==> src/rtl/div_iter_if.sv <==
// div_iter_if: request/result bundle between the execute stage and div_iter.
//   master (execute): drives signed_div_in, opdata1_in, opdata2_in, start_in,
//                     annul_in; receives result_out, ready_out, busy_out,
//                     div_zero_out.
//   slave  (divider): the reverse directions.
interface div_iter_if #(
  parameter int unsigned WIDTH = 32
);
  logic               signed_div_in;
  logic [WIDTH-1:0]   opdata1_in;
  logic [WIDTH-1:0]   opdata2_in;
  logic               start_in;
  logic               annul_in;
  logic [2*WIDTH-1:0] result_out;
  logic               ready_out;
  logic               busy_out;
  logic               div_zero_out;

  modport master (
    output signed_div_in, opdata1_in, opdata2_in, start_in, annul_in,
    input  result_out, ready_out, busy_out, div_zero_out
  );

  modport slave (
    input  signed_div_in, opdata1_in, opdata2_in, start_in, annul_in,
    output result_out, ready_out, busy_out, div_zero_out
  );
endinterface

==> src/rtl/div_iter.sv <==
// div_iter: multi-cycle radix-2 restoring divider, signed or unsigned.
//   clk  : clock, rising edge
//   rst  : asynchronous active-low reset
//   bus  : div_iter_if.slave -- operands/start/annul in; {rem, quo} result,
//          ready, busy and divide-by-zero flags out (all registered).
// One quotient bit per cycle on magnitudes; signs are applied on the last step.
module div_iter #(
  parameter int unsigned WIDTH      = 32,
  parameter bit          EARLY_TERM = 1'b0
) (
  input logic       clk,
  input logic       rst,
  div_iter_if.slave bus
);

  localparam int unsigned CW = $clog2(WIDTH) + 1;

  typedef enum logic [1:0] {IDLE, DIVZERO, ON, END} state_t;

  state_t             state_q, state_d;
  logic [CW-1:0]      cnt_q, cnt_d;
  logic [WIDTH-1:0]   rem_q, rem_d;
  logic [WIDTH-1:0]   quo_q, quo_d;
  logic [WIDTH-1:0]   dvs_q, dvs_d;
  logic [WIDTH-1:0]   dvd_q, dvd_d;
  logic               neg_quo_q, neg_quo_d;
  logic               neg_rem_q, neg_rem_d;
  logic               early_q, early_d;
  logic [2*WIDTH-1:0] result_q, result_d;
  logic               ready_q, ready_d;
  logic               busy_q, busy_d;
  logic               dz_q, dz_d;

  // Operand magnitudes at latch time; most-negative stays as 2^(WIDTH-1) unsigned
  logic [WIDTH-1:0] abs1_c, abs2_c;
  assign abs1_c = (bus.signed_div_in && bus.opdata1_in[WIDTH-1]) ?
                  WIDTH'(-bus.opdata1_in) : bus.opdata1_in;
  assign abs2_c = (bus.signed_div_in && bus.opdata2_in[WIDTH-1]) ?
                  WIDTH'(-bus.opdata2_in) : bus.opdata2_in;

  // One restoring step; partial remainder < divisor, so the difference fits WIDTH bits
  logic [WIDTH:0]   shifted_c, diff_c;
  logic             fits_c;
  logic [WIDTH-1:0] step_rem_c, step_quo_c, fix_rem_c, fix_quo_c;
  assign shifted_c  = {rem_q, quo_q[WIDTH-1]};
  assign diff_c     = shifted_c - {1'b0, dvs_q};
  assign fits_c     = (shifted_c >= {1'b0, dvs_q});
  assign step_rem_c = fits_c ? diff_c[WIDTH-1:0] : shifted_c[WIDTH-1:0];
  assign step_quo_c = {quo_q[WIDTH-2:0], fits_c};
  assign fix_rem_c  = neg_rem_q ? WIDTH'(-step_rem_c) : step_rem_c;
  assign fix_quo_c  = neg_quo_q ? WIDTH'(-step_quo_c) : step_quo_c;

  // State and datapath registers
  always_ff @(posedge clk or negedge rst) begin
    if (!rst) begin
      state_q   <= IDLE;
      cnt_q     <= '0;
      rem_q     <= '0;
      quo_q     <= '0;
      dvs_q     <= '0;
      dvd_q     <= '0;
      neg_quo_q <= 1'b0;
      neg_rem_q <= 1'b0;
      early_q   <= 1'b0;
      result_q  <= '0;
      ready_q   <= 1'b0;
      busy_q    <= 1'b0;
      dz_q      <= 1'b0;
    end else begin
      state_q   <= state_d;
      cnt_q     <= cnt_d;
      rem_q     <= rem_d;
      quo_q     <= quo_d;
      dvs_q     <= dvs_d;
      dvd_q     <= dvd_d;
      neg_quo_q <= neg_quo_d;
      neg_rem_q <= neg_rem_d;
      early_q   <= early_d;
      result_q  <= result_d;
      ready_q   <= ready_d;
      busy_q    <= busy_d;
      dz_q      <= dz_d;
    end
  end

  // Next-state and next-output logic
  always_comb begin
    state_d   = state_q;
    cnt_d     = cnt_q;
    rem_d     = rem_q;
    quo_d     = quo_q;
    dvs_d     = dvs_q;
    dvd_d     = dvd_q;
    neg_quo_d = neg_quo_q;
    neg_rem_d = neg_rem_q;
    early_d   = early_q;
    result_d  = result_q;
    ready_d   = ready_q;
    dz_d      = dz_q;

    case (state_q)
      IDLE: begin
        if (bus.start_in && !bus.annul_in) begin
          dvd_d     = bus.opdata1_in;
          dvs_d     = abs2_c;
          rem_d     = '0;
          quo_d     = abs1_c;
          cnt_d     = '0;
          neg_quo_d = bus.signed_div_in &
                      (bus.opdata1_in[WIDTH-1] ^ bus.opdata2_in[WIDTH-1]);
          neg_rem_d = bus.signed_div_in & bus.opdata1_in[WIDTH-1];
          early_d   = 1'b0;
          if (bus.opdata2_in == '0) begin
            state_d = DIVZERO;
          end else begin
            state_d = ON;
            if (EARLY_TERM && (abs1_c < abs2_c)) early_d = 1'b1;
          end
        end
      end

      DIVZERO: begin
        state_d  = END;
        result_d = '0;
        ready_d  = 1'b1;
        dz_d     = 1'b1;
      end

      ON: begin
        if (bus.annul_in) begin
          state_d  = IDLE;
          result_d = '0;
          ready_d  = 1'b0;
          rem_d    = '0;
          quo_d    = '0;
          cnt_d    = '0;
          early_d  = 1'b0;
        end else if (early_q) begin
          // |dividend| < |divisor|: quotient 0, remainder is the raw dividend
          state_d  = END;
          result_d = {dvd_q, WIDTH'(0)};
          ready_d  = 1'b1;
          early_d  = 1'b0;
        end else begin
          rem_d = step_rem_c;
          quo_d = step_quo_c;
          cnt_d = cnt_q + CW'(1);
          if (cnt_q == CW'(WIDTH - 1)) begin
            state_d  = END;
            result_d = {fix_rem_c, fix_quo_c};
            ready_d  = 1'b1;
            cnt_d    = '0;
          end
        end
      end

      END: begin
        if (!bus.start_in) begin
          state_d  = IDLE;
          result_d = '0;
          ready_d  = 1'b0;
          dz_d     = 1'b0;
        end
      end

      default: state_d = IDLE;
    endcase

    busy_d = (state_d == ON) || (state_d == DIVZERO);
  end

  assign bus.result_out   = result_q;
  assign bus.ready_out    = ready_q;
  assign bus.busy_out     = busy_q;
  assign bus.div_zero_out = dz_q;

endmodule

==> src/flat_wrapper.sv <==
// flat-port wrapper written by rule: the top's interface ports become plain ports
module div_iter_flat 
#(
  parameter int unsigned WIDTH      = 32,
  parameter bit          EARLY_TERM = 1'b0
)
  (clk, rst, bus_signed_div_in, bus_opdata1_in, bus_opdata2_in, bus_start_in, bus_annul_in, bus_result_out, bus_ready_out, bus_busy_out, bus_div_zero_out);
  div_iter_if #(.WIDTH(WIDTH)) bus_i ();
  input logic clk;
  input logic rst;
  input wire logic [$bits(bus_i.signed_div_in)-1:0] bus_signed_div_in;
  input wire logic [$bits(bus_i.opdata1_in)-1:0] bus_opdata1_in;
  input wire logic [$bits(bus_i.opdata2_in)-1:0] bus_opdata2_in;
  input wire logic [$bits(bus_i.start_in)-1:0] bus_start_in;
  input wire logic [$bits(bus_i.annul_in)-1:0] bus_annul_in;
  output wire logic [$bits(bus_i.result_out)-1:0] bus_result_out;
  output wire logic [$bits(bus_i.ready_out)-1:0] bus_ready_out;
  output wire logic [$bits(bus_i.busy_out)-1:0] bus_busy_out;
  output wire logic [$bits(bus_i.div_zero_out)-1:0] bus_div_zero_out;
  assign bus_i.signed_div_in = bus_signed_div_in;
  assign bus_i.opdata1_in = bus_opdata1_in;
  assign bus_i.opdata2_in = bus_opdata2_in;
  assign bus_i.start_in = bus_start_in;
  assign bus_i.annul_in = bus_annul_in;
  assign bus_result_out = bus_i.result_out;
  assign bus_ready_out = bus_i.ready_out;
  assign bus_busy_out = bus_i.busy_out;
  assign bus_div_zero_out = bus_i.div_zero_out;
  div_iter #(.WIDTH(WIDTH), .EARLY_TERM(EARLY_TERM)) u_core (.clk(clk), .rst(rst), .bus(bus_i));
endmodule
==> config.mk <==
export PLATFORM = sky130hd
export DESIGN_NAME = div_iter_flat
export DESIGN_NICKNAME = d
export VERILOG_FILES = /design/src/rtl/div_iter_if.sv /design/src/rtl/div_iter.sv /design/src/flat_wrapper.sv
export SDC_FILE = /design/constraint.sdc
export NUM_CORES = 1
export LEC_CHECK = 0
export ABC_AREA = 1
export CORE_ASPECT_RATIO = 0.7
export CORE_UTILIZATION = 45
export DETAILED_ROUTE_END_ITERATION = 12
export PLACE_DENSITY = 0.7
export SYNTH_ARGS = -nofsm -noshare
export SYNTH_HDL_FRONTEND = slang
export SYNTH_SLANG_ARGS = --single-unit
==> constraint.sdc <==
create_clock -name clk -period 3.9 [get_ports clk]
set_clock_uncertainty 0.15 [all_clocks]
set_input_delay 1.17 -clock clk [delete_from_list [all_inputs] [get_ports clk]]
set_output_delay 1.17 -clock clk [all_outputs]
set_load 0.005 [all_outputs]
==> results of run 1 <==
[routing by layer]
layer,track usage,up-vias
li1,-,6938
met1,0.544,6700
met2,0.442,651
met3,0.155,44
met4,0.0723,0
met5,0,-
[power groups by stage]
| stage | Sequential (uW) | Combinational, uW | Clock [uW] |
|---|---|---|---|
| after floorplan | 2630 | 7170 | 0 |
| after global placement | 2790 | 12000 | 0 |
| after detailed placement | 2810 | 12100 | 0 |
| after CTS | 2780 | 12100 | 1770 |
| after global routing | 2880 | 14200 | 1840 |
| final | 2850 | 12900 | 1760 |
[cell usage after synthesis, drive strengths merged]
cell type  number  area (sq um)
a31oi           1          6.26
a21o            1          7.51
nand2         656          2520
and2            5          31.3
fa              1          20.0
a32o            7          70.1
o22ai           7          43.8
xor2           43           377
nor2          193           807
xnor2          10          87.6
a21oi          76           384
nor4           13          81.3
clkbuf         43           161
a22oi           2          15.0
o221ai         27           236
ha             37           463
or2             7          43.8
o31ai           9          67.6
o21a            1          7.51
o211ai          5          37.5
nand3b          5          37.5
or3             1          6.26
a22o            3          26.3
o21bai          1          7.51
a31o            1          8.76
nor3           34           175
clkinv          1          3.75
buf            18           121
nand4          20           140
o311ai          1          8.76
inv           269          1010
nand3         157           801
o21ai         151           767
dfrtp         173          4330
[worst paths after layout]
check                            startpoint                        end  cells after the start
max                        u_core.dvs_q[16]  u_core.bus.result_out[30]                     27
min                         u_core.dvs_q[3]            u_core.dvs_q[3]                      2
max reg2reg                u_core.dvs_q[16]  u_core.bus.result_out[30]                     27
min reg2reg                 u_core.dvs_q[3]            u_core.dvs_q[3]                      2
max in group asynchronous               rst   u_core.bus.result_out[1]                      2
min in group asynchronous               rst           u_core.dvs_q[18]                      1
[sequential cells by signal (all words and copies together), names as in the netlist]
signal                   flops
u_core.neg_rem_q             1
u_core.state_q               2
u_core.bus.busy_out          1
u_core.cnt_q                 6
u_core.rem_q                32
u_core.quo_q                32
u_core.bus.div_zero_out      1
u_core.bus.result_out       64
u_core.bus.ready_out         1
u_core.dvs_q                32
u_core.neg_quo_q             1
[metrics by stage]
stage / utilization / total power, uW / cells / hold WS, ps / cell area, sq um
after floorplan: - / 9800 / 1979 / 303 / 12900
after global placement: 0.567 / 14800 / 2606 / 315 / 15900
after detailed placement: 0.567 / 14900 / 2606 / 324 / 15900
after CTS: 0.588 / 16700 / 2638 / 341 / 16500
after global routing: 0.603 / 18900 / 2646 / 362 / 16900
final: 0.603 / 17600 / 2646 / 335 / 16900
[critical path: stages (launching register included)]
cell     delay, ps
dfrtp_1        380
inv_2          180
ha_4           250
nand2_2         70
inv_2           40
nand2_2         80
inv_2           40
nand2_1         90
nor2_2          50
nand2_1         70
nand2_2         60
nor2_4         130
nand2_4         90
inv_4           70
ha_4           130
nand3_2        100
nor3_2         200
nand2_1        110
nor3_2         110
buf_4          130
nand4_1        150
nor2_2         180
nand4_1        140
o31ai_2        240
buf_4          140
a21oi_1         50
o21ai_1        110
nand2_1         60
[cell type report]
class	count	area share
clock buffers	19	0.0268
clock inverters	13	0.00837
inverters	270	0.0604
multi-input cells	1475	0.452
flip-flops and latches	173	0.256
well taps	371	0.0275
repair buffers	325	0.169
[repair_timing]
item	in CTS	in global routing
hold buffers	0	0
gates resized for setup	0	64
setup buffers	0	8
endpoints found under the setup margin	0	33
[cell families after synthesis]
logic type / share of synthesized area
XOR/XNOR: 0.0359
AND/OR/NAND/NOR: 0.360
adder cells (fa/ha/maj): 0.0374
AO/OA/AOI/OAI: 0.131
buffers and inverters: 0.101
flip-flops: 0.335
==> metrics.md, run 1 <==
| Metric | Value |
|---|---|
| Fraction of layout cells with a size suffix above 1 | 0.154 |
| Initial antenna violation count | 0 |
| CTS H-tree depth | 4 |
| CP Data Arrival Time | ~3900 ps |
| Die W | about 200 microns |
| DRT antenna net count | 0 |
| Pleak | between 0.008 and 0.009 uW |
| Commonest non-fill, non-tap cell in the layout | nand2_1 |
| Comb power frac | 0.737 |
| Total Routing Usage GR | 0.355 |
| Reg power frac | 0.163 |
| Die ar. | 29400 sq um |
| Pre-CTS setup slack | -179 ps |
| Critical path type | reg2reg |
| Worst-path clk slew | 70 ps |
| Vias in the first global route | 13000 |
| Global-route wire length before repair | 76.9 mm |
| Num rows | 51 |
| DR top layer | met4 |
| P&R area growth vs syn | 30.8% |
| TNS Setup | 0 ps |
| Post-DR wirelength/cell | 19.4 microns |
| Post-synthesis average cell area | 6.53 sq um |
| Clock share of power | 0.100 |
| Setup ws final | 158 ps |
| F_max | 0.267 GHz |
| Switching share of power | 0.549 |
| Most frequent cells in the layout | nand2_1 (629), inv_1 (245), buf_4 (184), dfrtp_1 (173), nor2_1 (166) |
| WL final | between 50 and 60 mm |
| Longest Clk Path Bufs | 2 |
| Synth Register Bits | 173 |
| CP required | 4090 ps |
| Routability cong. | 1.05 |
| TritonCTS buffer count | 17 |
| Minimum clock period | approximately 3700 ps |
| Crit share post-route | 0.959 |
| RSZ-0062 raised after global routing | yes |
| DP HPWL | 41.1 mm |
| Slew headroom | 0.438 |
| Routed wl met3 | roughly 6.9 mm |
| Setup violators final | 0 |
| Met2 routed WL | approximately 19 mm |
| Number of fillers in the final layout | 2686 |
| Hold Path Class | reg2reg |
| Seq/Total Area, Yosys | 0.335 |
| Via count | roughly 14000 |
| Crit Path Max Fanout | 4 |
| Synthesized cell area | between 10000 and 15000 sq um |
| Sw Pwr | 9640 uW |
| Clock latency on the worst-skew pair | 450 ps |
| TritonRoute pass-1 iters | 5 |
| CTS Sinks | 173 |
| Pwr dens | 1040 nW/um^2 |
| Ant diodes | 0 |
| # DRC | 0 |
| Global route overflow | 0 |
| Cell Int Power | 7910 uW |
| Core area | 28000 sq um |
| Chip Height | about 140 microns |
| Syn_nets | between 2000 and 2500 |
| Status | finished, final reports clean |
| Top-Level Pins | 136 |
| FF/Latch Area | between 4000 and 5000 sq um |
| Root Buffer | clkbuf_16 |
| Crit path launch type | flop |
| Starting DRT DRC Count | about 1300 |
| NumNets Final | 2369 |
| CP Capture Type | flop |
| Max_cap viols | 0 |
| R2r setup slk | 160 ps |
| Area of the multi-input gates | between 7000 and 8000 sq um |
| Metal-1 WL | around 25 mm |
| Peak supply drop | 0.512 mV |
| Synth unique cells | 49 |
| Syn Inst Count | 1979 |
| Hold Fails Final Rpt | 0 |
| Yosys warning count | 0 |
| Vias/cell | 5.42 |
| Initial Utilization | 0.461 |
| # port buffers | 135 |
| Max-slew violation count | 0 |
| CTS tree | built |
| Tightest Pin Transition | around 840 ps |
| Largest net degree at the start of global routing | 69 |
Power figures use the tool's default switching activity.
==> run 2, diff against run 1 <==
GPL_ROUTABILITY_DRIVEN = 0   (was not set)
SLEW_MARGIN = 20   (was not set)
==> metrics.md, run 2 (same netlist as run 1, synthesis figures left out) <==
| Metric | Value |
|---|---|
| Max reg flops | 64 (unchanged) |
| NumNets Final | 2308 (-2.6%) |
| Crit Path Max Fanout | 4 (unchanged) |
| Top-Level Pins | 136 (unchanged) |
| TNS Setup | 0 ps (unchanged) |
| Number of fillers in the final layout | 2615 (-2.6%) |
| Crit path launch type | flop |
| Ant diodes | 0 (unchanged) |
| DP HPWL | 36.1 mm (-12%) |
| Initial Utilization | 0.461 (unchanged) |
| Worst-path clk slew | 70 ps (about the same) |
| Global-route wire length before repair | 72.2 mm (-6.2%) |
| Fraction of layout cells with a size suffix above 1 | 0.140 (-0.0138) |
| TritonCTS buffer count | 17 (unchanged) |
| Vias in the first global route | 13100 (+1.1%) |
| Hold Path Class | reg2reg |
| Tightest Pin Transition | 845 ps (+4.53 ps) |
| Largest net degree at the start of global routing | 81 (+17%) |
| CP Data Arrival Time | 3930 ps (about the same) |
| CTS H-tree depth | 4 (unchanged) |
| Pleak | 0.00806 uW (-3.3%) |
| Minimum clock period | 3750 ps (+4.92 ps) |
| WL final | 47.4 mm (-7.5%) |
| Clock latency on the worst-skew pair | 460 ps (about the same) |
| TritonRoute pass-1 iters | 6 (+1) |
| Die W | 204 microns (unchanged) |
| Post-DR wirelength/cell | 18.4 microns (-5.3%) |
| Die ar. | 29400 sq um (unchanged) |
| # hold bufs at CTS | 0 (unchanged) |
| CP Capture Type | flop |
| CTS Sinks | 173 (unchanged) |
| CTS tree | built |
| Vias/cell | 5.60 (+3.3%) |
| CP required | 4090 ps (about the same) |
| Max-slew violation count | 0 (unchanged) |
| Starting DRT DRC Count | 1516 (+13%) |
| Pre-CTS setup slack | -36.5 ps (+142 ps) |
| Crit share post-route | 0.961 (+0.00126) |
| Root Buffer | clkbuf_16 |
| Num rows | 51 (unchanged) |
| # port buffers | 135 (unchanged) |
| DRT antenna net count | 0 (unchanged) |
| RSZ-0062 raised after global routing | yes |
| Global route overflow | 0 (unchanged) |
| # DRC | 0 (unchanged) |
| Status | finished, final reports clean |
| Via count | 14500 (+0.93%) |
| Most frequent cells in the layout | nand2_1 (620), inv_1 (237), dfrtp_1 (172), nor2_1 (166), nand3_1 (152) |
| Critical path type | reg2reg |
| Peak supply drop | 0.565 mV (+10%) |
| Chip Height | 144 microns (unchanged) |
| Hold Fails Final Rpt | 0 (unchanged) |
| Longest Clk Path Bufs | 2 (unchanged) |
| Commonest non-fill, non-tap cell in the layout | nand2_1 |
| Tot Pwr | 16900 uW (-3.6%) |
| Setup violators final | 0 (unchanged) |
| Slew headroom | 0.431 (-0.00707) |
| Total Routing Usage GR | 0.323 (-0.0322) |
| P&R area growth vs syn | 28.3% |
| Pwr dens | 1020 nW/um^2 (-1.7%) |
| Core area | 28000 sq um (unchanged) |
| R2r setup slk | 150 ps (about the same) |
| Max_cap viols | 0 (unchanged) |
| Setup ws final | 153 ps (-4.92 ps) |
| F_max | 0.267 GHz (-0.13%) |
| Initial antenna violation count | 0 (unchanged) |
==> run 2: cell types whose count changed in the layout (fill, tap and decap cells not counted), moves of 5 or more <==
cell and delta:
buf_4 -59, inv_2 +10, nand2_1 -9, inv_1 -8, nand2_2 +8, ha_1 -6, ha_4 +5
==> run 2: area by class of cell <==
class                           count  area [sq um]  area share
Sequential cell                   173          4330       0.261
Timing Repair Buffer              264          2370       0.143
Multi-Input combinational cell   1475          7720       0.466
Clock buffer                       20           467      0.0282
Inverter                          270          1020      0.0613
Clock inverter                     12           205      0.0124
Tap cell                          371           464      0.0280
==> run 2: path summary, 6_finish.rpt <==
check | startpoint | to | cells after the start
min in group asynchronous | rst | u_core.bus.result_out[48] | 1
hold reg to reg | u_core.bus.result_out[58] | u_core.bus.result_out[58] | 2
max in group asynchronous | rst | u_core.quo_q[8] | 2
setup reg to reg | u_core.quo_q[31] | u_core.bus.result_out[63] | 22
setup / recovery | u_core.quo_q[31] | u_core.bus.result_out[63] | 22
hold / removal | u_core.bus.result_out[58] | u_core.bus.result_out[58] | 2
==> run 2: timing repair <==
action,in CTS,in global routing
setup endpoints to repair,0,31
buffers inserted,0,4
gates resized for setup,0,83
==> run 2: report_power, final <==
group | total [uW] | switching, uW | internal, uW
clock network | 1990 | 794 | 1200
registers | 2840 | 529 | 2310
logic | 12100 | 7950 | 4140
==> run 2: per-stage QoR <==
| step | instances | util | hold WS [ps] | cell area [sq um] |
|---|---|---|---|---|
| 2_1_floorplan | 1979 | - | 303 | 12900 |
| 3_3_place_gp | 2549 | 0.551 | 314 | 15400 |
| 3_5_place_dp | 2549 | 0.551 | 318 | 15400 |
| 4_1_cts | 2581 | 0.575 | 335 | 16100 |
| 5_1_grt | 2585 | 0.592 | 353 | 16600 |
| 6_report | 2585 | 0.592 | 329 | 16600 |
==> run 2: worst max-delay path, stage by stage (launching register included) <==
cell,delay [ps]
dfrtp_1,430
inv_1,130
ha_1,170
inv_1,60
buf_4,140
fa_1,480
nand2_1,100
nand3_1,110
nand3_1,100
nand2_1,160
nand2_1,100
nand2_1,120
xor2_1,160
nand2_1,70
nand2_1,170
nor2_1,190
nand2_1,120
nor2_1,180
nand2_1,90
nand2_1,140
nand3_1,100
nand3_1,90
nand2_1,50
==> run 2: routing by layer <==
layer	GRT usage	share of wire	up-vias
li1	-	-	6823
met5	0.0119	0.00086	-
met3	0.111	0.13	95
met2	0.430	0.39	833
met1	0.479	0.45	6713
met4	0.0966	0.022	2
==> run 3, diff against run 2 <==
ABC_AREA = not set   (was 1)
ABC_CLOCK_PERIOD_IN_PS = 3900   (was not set)
PLACE_DENSITY = 0.71   (was 0.7)
==> metrics.md, run 3 <==
| Metric | Value |
|---|---|
| Utilization after layout | 0.609 (+0.0176) |
| Global-route wire length before repair | 61.7 mm (-15%) |
| Post-synthesis average cell area | 8.29 sq um (+27%) |
| Worst reg2reg endpoint | u_core.bus.result_out[61] |
| Most frequent cell after synthesis | nand2_1 |
| Syn Inst Count | 1464 (-26%) |
| Synth top area share | 0.357 (+0.0213) |
| CP required | 4060 ps (-30 ps) |
| Critical-path top delay cell | or3_1 |
| Yosys warning count | 0 (unchanged) |
| Main flop type after synthesis | dfrtp_1 |
| WP depth | 16 (-27%) |
| F_max | 0.252 GHz (-5.7%) |
| Violated checks | negative setup slack |
| Status | finished with violations |
| Tightest Pin Transition | 1110 ps (+264 ps) |
| Commonest non-fill, non-tap cell in the layout | nand2_1 |
| Global route overflow | 0 (unchanged) |
| Worst reg2reg path depth | 16 (-27%) |
| Vias/cell | 5.87 (+4.9%) |
| # DRC | 0 (unchanged) |
| Via count | 12200 (-16%) |
| Slowest stage delay, CP | 450 ps (-30 ps) |
| Worst-path clk slew | 80 ps (about the same) |
| Synth Register Bits | 173 (unchanged) |
| Largest cells by area after synthesis | dfrtp_1 (36%), o21ai_0 (7.6%), nand2_1 (7.1%), xnor2_1 (5.9%), xor2_1 (4.3%) |
| Vias in the first global route | 11100 (-16%) |
| Minimum clock period | 3970 ps (+228 ps) |
| CTS H-tree depth | 4 (unchanged) |
| CP Capture Type | flop |
| CTS Sinks | 173 (unchanged) |
| # port buffers | 135 (unchanged) |
| # hold bufs at CTS | 0 (unchanged) |
| Crit Path Max Fanout | 6 (+2) |
| TritonCTS buffer count | 17 (unchanged) |
| Most frequent cells in the layout | nand2_1 (230), o21ai_0 (181), dfrtp_1 (170), buf_4 (157), clkdlybuf4s50_1 (130) |
| Top-Level Pins | 136 (unchanged) |
| CP Data Arrival Time | 4140 ps (+210 ps) |
| Root Buffer | clkbuf_16 |
| Initial Utilization | 0.466 (+0.00495) |
| Hold Path Class | reg2reg |
| Clock latency on the worst-skew pair | 440 ps (-20 ps) |
| CP endpoint | u_core.bus.result_out[61] |
| TritonRoute pass-1 iters | 7 (+1) |
| Setup violators final | 9 (+9) |
| WL final | 40.0 mm (-16%) |
| Total Routing Usage GR | 0.285 (-0.0377) |
| Crit-path cells | inv_2, ha_4, inv_2, fa_2, a21o_1, a221o_2, a21oi_4, buf_4, o21ai_1, xor2_1, or3_1, o311ai_1, nand2b_1, o31a_1, xor2_2, o21ai_1 |
| P&R area growth vs syn | 30.7% |
| Peak supply drop | 0.556 mV (-1.5%) |
| CTS tree | built |
| Synth unique cells | 88 (+80%) |
| Fraction of layout cells with a size suffix above 1 | 0.167 (+0.0263) |
| Core area | 26100 sq um (-7.0%) |
| Worst hold margin | 329 ps (+0.421 ps) |
| DP HPWL | 30.3 mm (-16%) |
| Setup ws final | -74.8 ps (-228 ps) |
| Longest Clk Path Bufs | 2 (unchanged) |
| Initial antenna violation count | 1 (+1) |
| NumNets Final | 1809 (-22%) |
| Max_cap viols | 0 (unchanged) |
| Starting DRT DRC Count | 1335 (-12%) |
| Crit path launch type | flop |
| Worst path bufs/invs | 3 (unchanged) |
| Num rows | 49 (-3.9%) |
| CP startpoint | u_core.quo_q[31] |
| Delay-heaviest family, CP | compound AO/OA/AOI/OAI gates |
| Die W | 198 microns (-3.0%) |
| R2r setup slk | -70 ps (-230 ps) |
| Critical path type | reg2reg |
| Chip Height | 139 microns (-3.0%) |
| Pleak | 0.00673 uW (-17%) |
| RSZ-0062 raised after global routing | yes |
| Area leader, netlist | dfrtp_1 |
| Largest net degree at the start of global routing | 79 (-2.5%) |
| Number of synthesized flops with an enable pin | 0 (unchanged) |
| Die ar. | 27700 sq um (-5.9%) |
| Syn_nets | 1571 (-25%) |
| R2r startpoint | u_core.quo_q[31] |
| Asr flop ratio synth | 1.00 (unchanged) |
| Final instance area | 15900 sq um (-4.2%) |
| Crit share post-route | 1.02 (+0.0585) |
| DRT antenna net count | 0 (unchanged) |
| Max reg flops | 64 (unchanged) |
| Pwr dens | 1050 nW/um^2 (+2.9%) |
| Area of the multi-input gates | 7610 sq um (-1.4%) |
| Max-slew violation count | 0 (unchanged) |
| Number of fillers in the final layout | 2290 (-12%) |
| Seq/Total Area, Yosys | 0.357 (+0.0213) |
| FF/Latch Area | 4330 sq um (about the same) |
| Most frequent cells after synthesis | nand2_1 (231), o21ai_0 (185), dfrtp_1 (173) |
| Post-DR wirelength/cell | 19.3 microns (+5.1%) |
| Synthesized cell area | 12100 sq um (-6.0%) |
| Slew headroom | 0.257 (-0.173) |
| Post-DP Area | 14800 sq um (-4.1%) |
| Hold Fails Final Rpt | 0 (unchanged) |
run 3: changes by cell type after synthesis, moves of 15 or more:
cell      before  now
nand2_1      636  231
inv_1        259   53
nand3_1      154   20
nor2_1       170   71
xnor2_1       10   82
o21ai_0      131  185
a22oi_1        2   29
o221ai_1      27    4
mux2i_1        0   20
o31ai_1        9   29
nand2_2       18    0
nor2_2        18    0
xor2_1        43   60
or3_1          1   16
run 3: logic make-up after synthesis:
kind of cell    Yosys count  synth area share
compound gates          473             0.245
buf+inv                 135            0.0504
flops                   173             0.357
mux                      22            0.0183
simple gates            481             0.188
fa+ha+maj                38            0.0398
xor+xnor                142             0.102
run 3: cell type report:
class / instances / share of cell area
tap: 357 / 0.0281
inverter: 54 / 0.0129
multi-input combinational: 1156 / 0.479
timing repair buffer: 300 / 0.170
clock inverter: 15 / 0.00946
clock buffer: 17 / 0.0268
sequential: 173 / 0.273
antenna: 1 / 0.000158
run 3: report_power, final:
group          internal, uW  switching [uW]  total [uW]
clock network           853             843        1700
logic                  5140            6800       11900
registers              2270             766        3040
total                  8270            8410       16700
run 3: worst min-delay path by stage:
stage / from / to / slack (ps) / cells past startpoint
global route: u_core.bus.result_out[47] / u_core.bus.result_out[47] / 350 / 2
detailed placement: u_core.dvs_q[12] / u_core.dvs_q[12] / 320 / 2
CTS: u_core.dvs_q[12] / u_core.dvs_q[12] / 340 / 2
floorplan: u_core.dvs_q[10] / u_core.dvs_q[10] / 300 / 2
global placement: u_core.bus.result_out[19] / u_core.bus.result_out[19] / 310 / 2
finish: u_core.bus.result_out[15] / u_core.bus.result_out[15] / 330 / 2
run 3: metrics by stage:
step | total power (uW) | std cells | TNS [ps] | worst slack, ps
2_1_floorplan | 9650 | 1464 | 0 | 44.3
3_3_place_gp | 13400 | 2033 | -3210 | -356
3_5_place_dp | 13600 | 2033 | -4560 | -418
4_1_cts | 15500 | 2066 | 0 | 15.5
5_1_grt | 17700 | 2072 | -2980 | -245
6_report | 16700 | 2073 | -309 | -74.8
run 3: worst min-delay path, stage by stage, from the launching register on:
cell	delay [ps]
dfrtp_1	350
nand2_1	40
o21ai_0	50
run 3: timing repair:
action | 4_1_cts | 5_1_grt
pin swaps | 12 | 32
endpoints found under the setup margin | 12 | 35
cloned | 0 | 0
buffers inserted | 1 | 5
resized for setup | 14 | 70
run 3: per-layer routing:
layer / up-vias / routed length (microns) / GRT usage
li1: 5743 / - / -
met1: 5779 / 19700 / 0.468
met2: 604 / 15000 / 0.353
met3: 41 / 4860 / 0.0928
met4: 0 / 384 / 0.0457
met5: - / 0 / 0
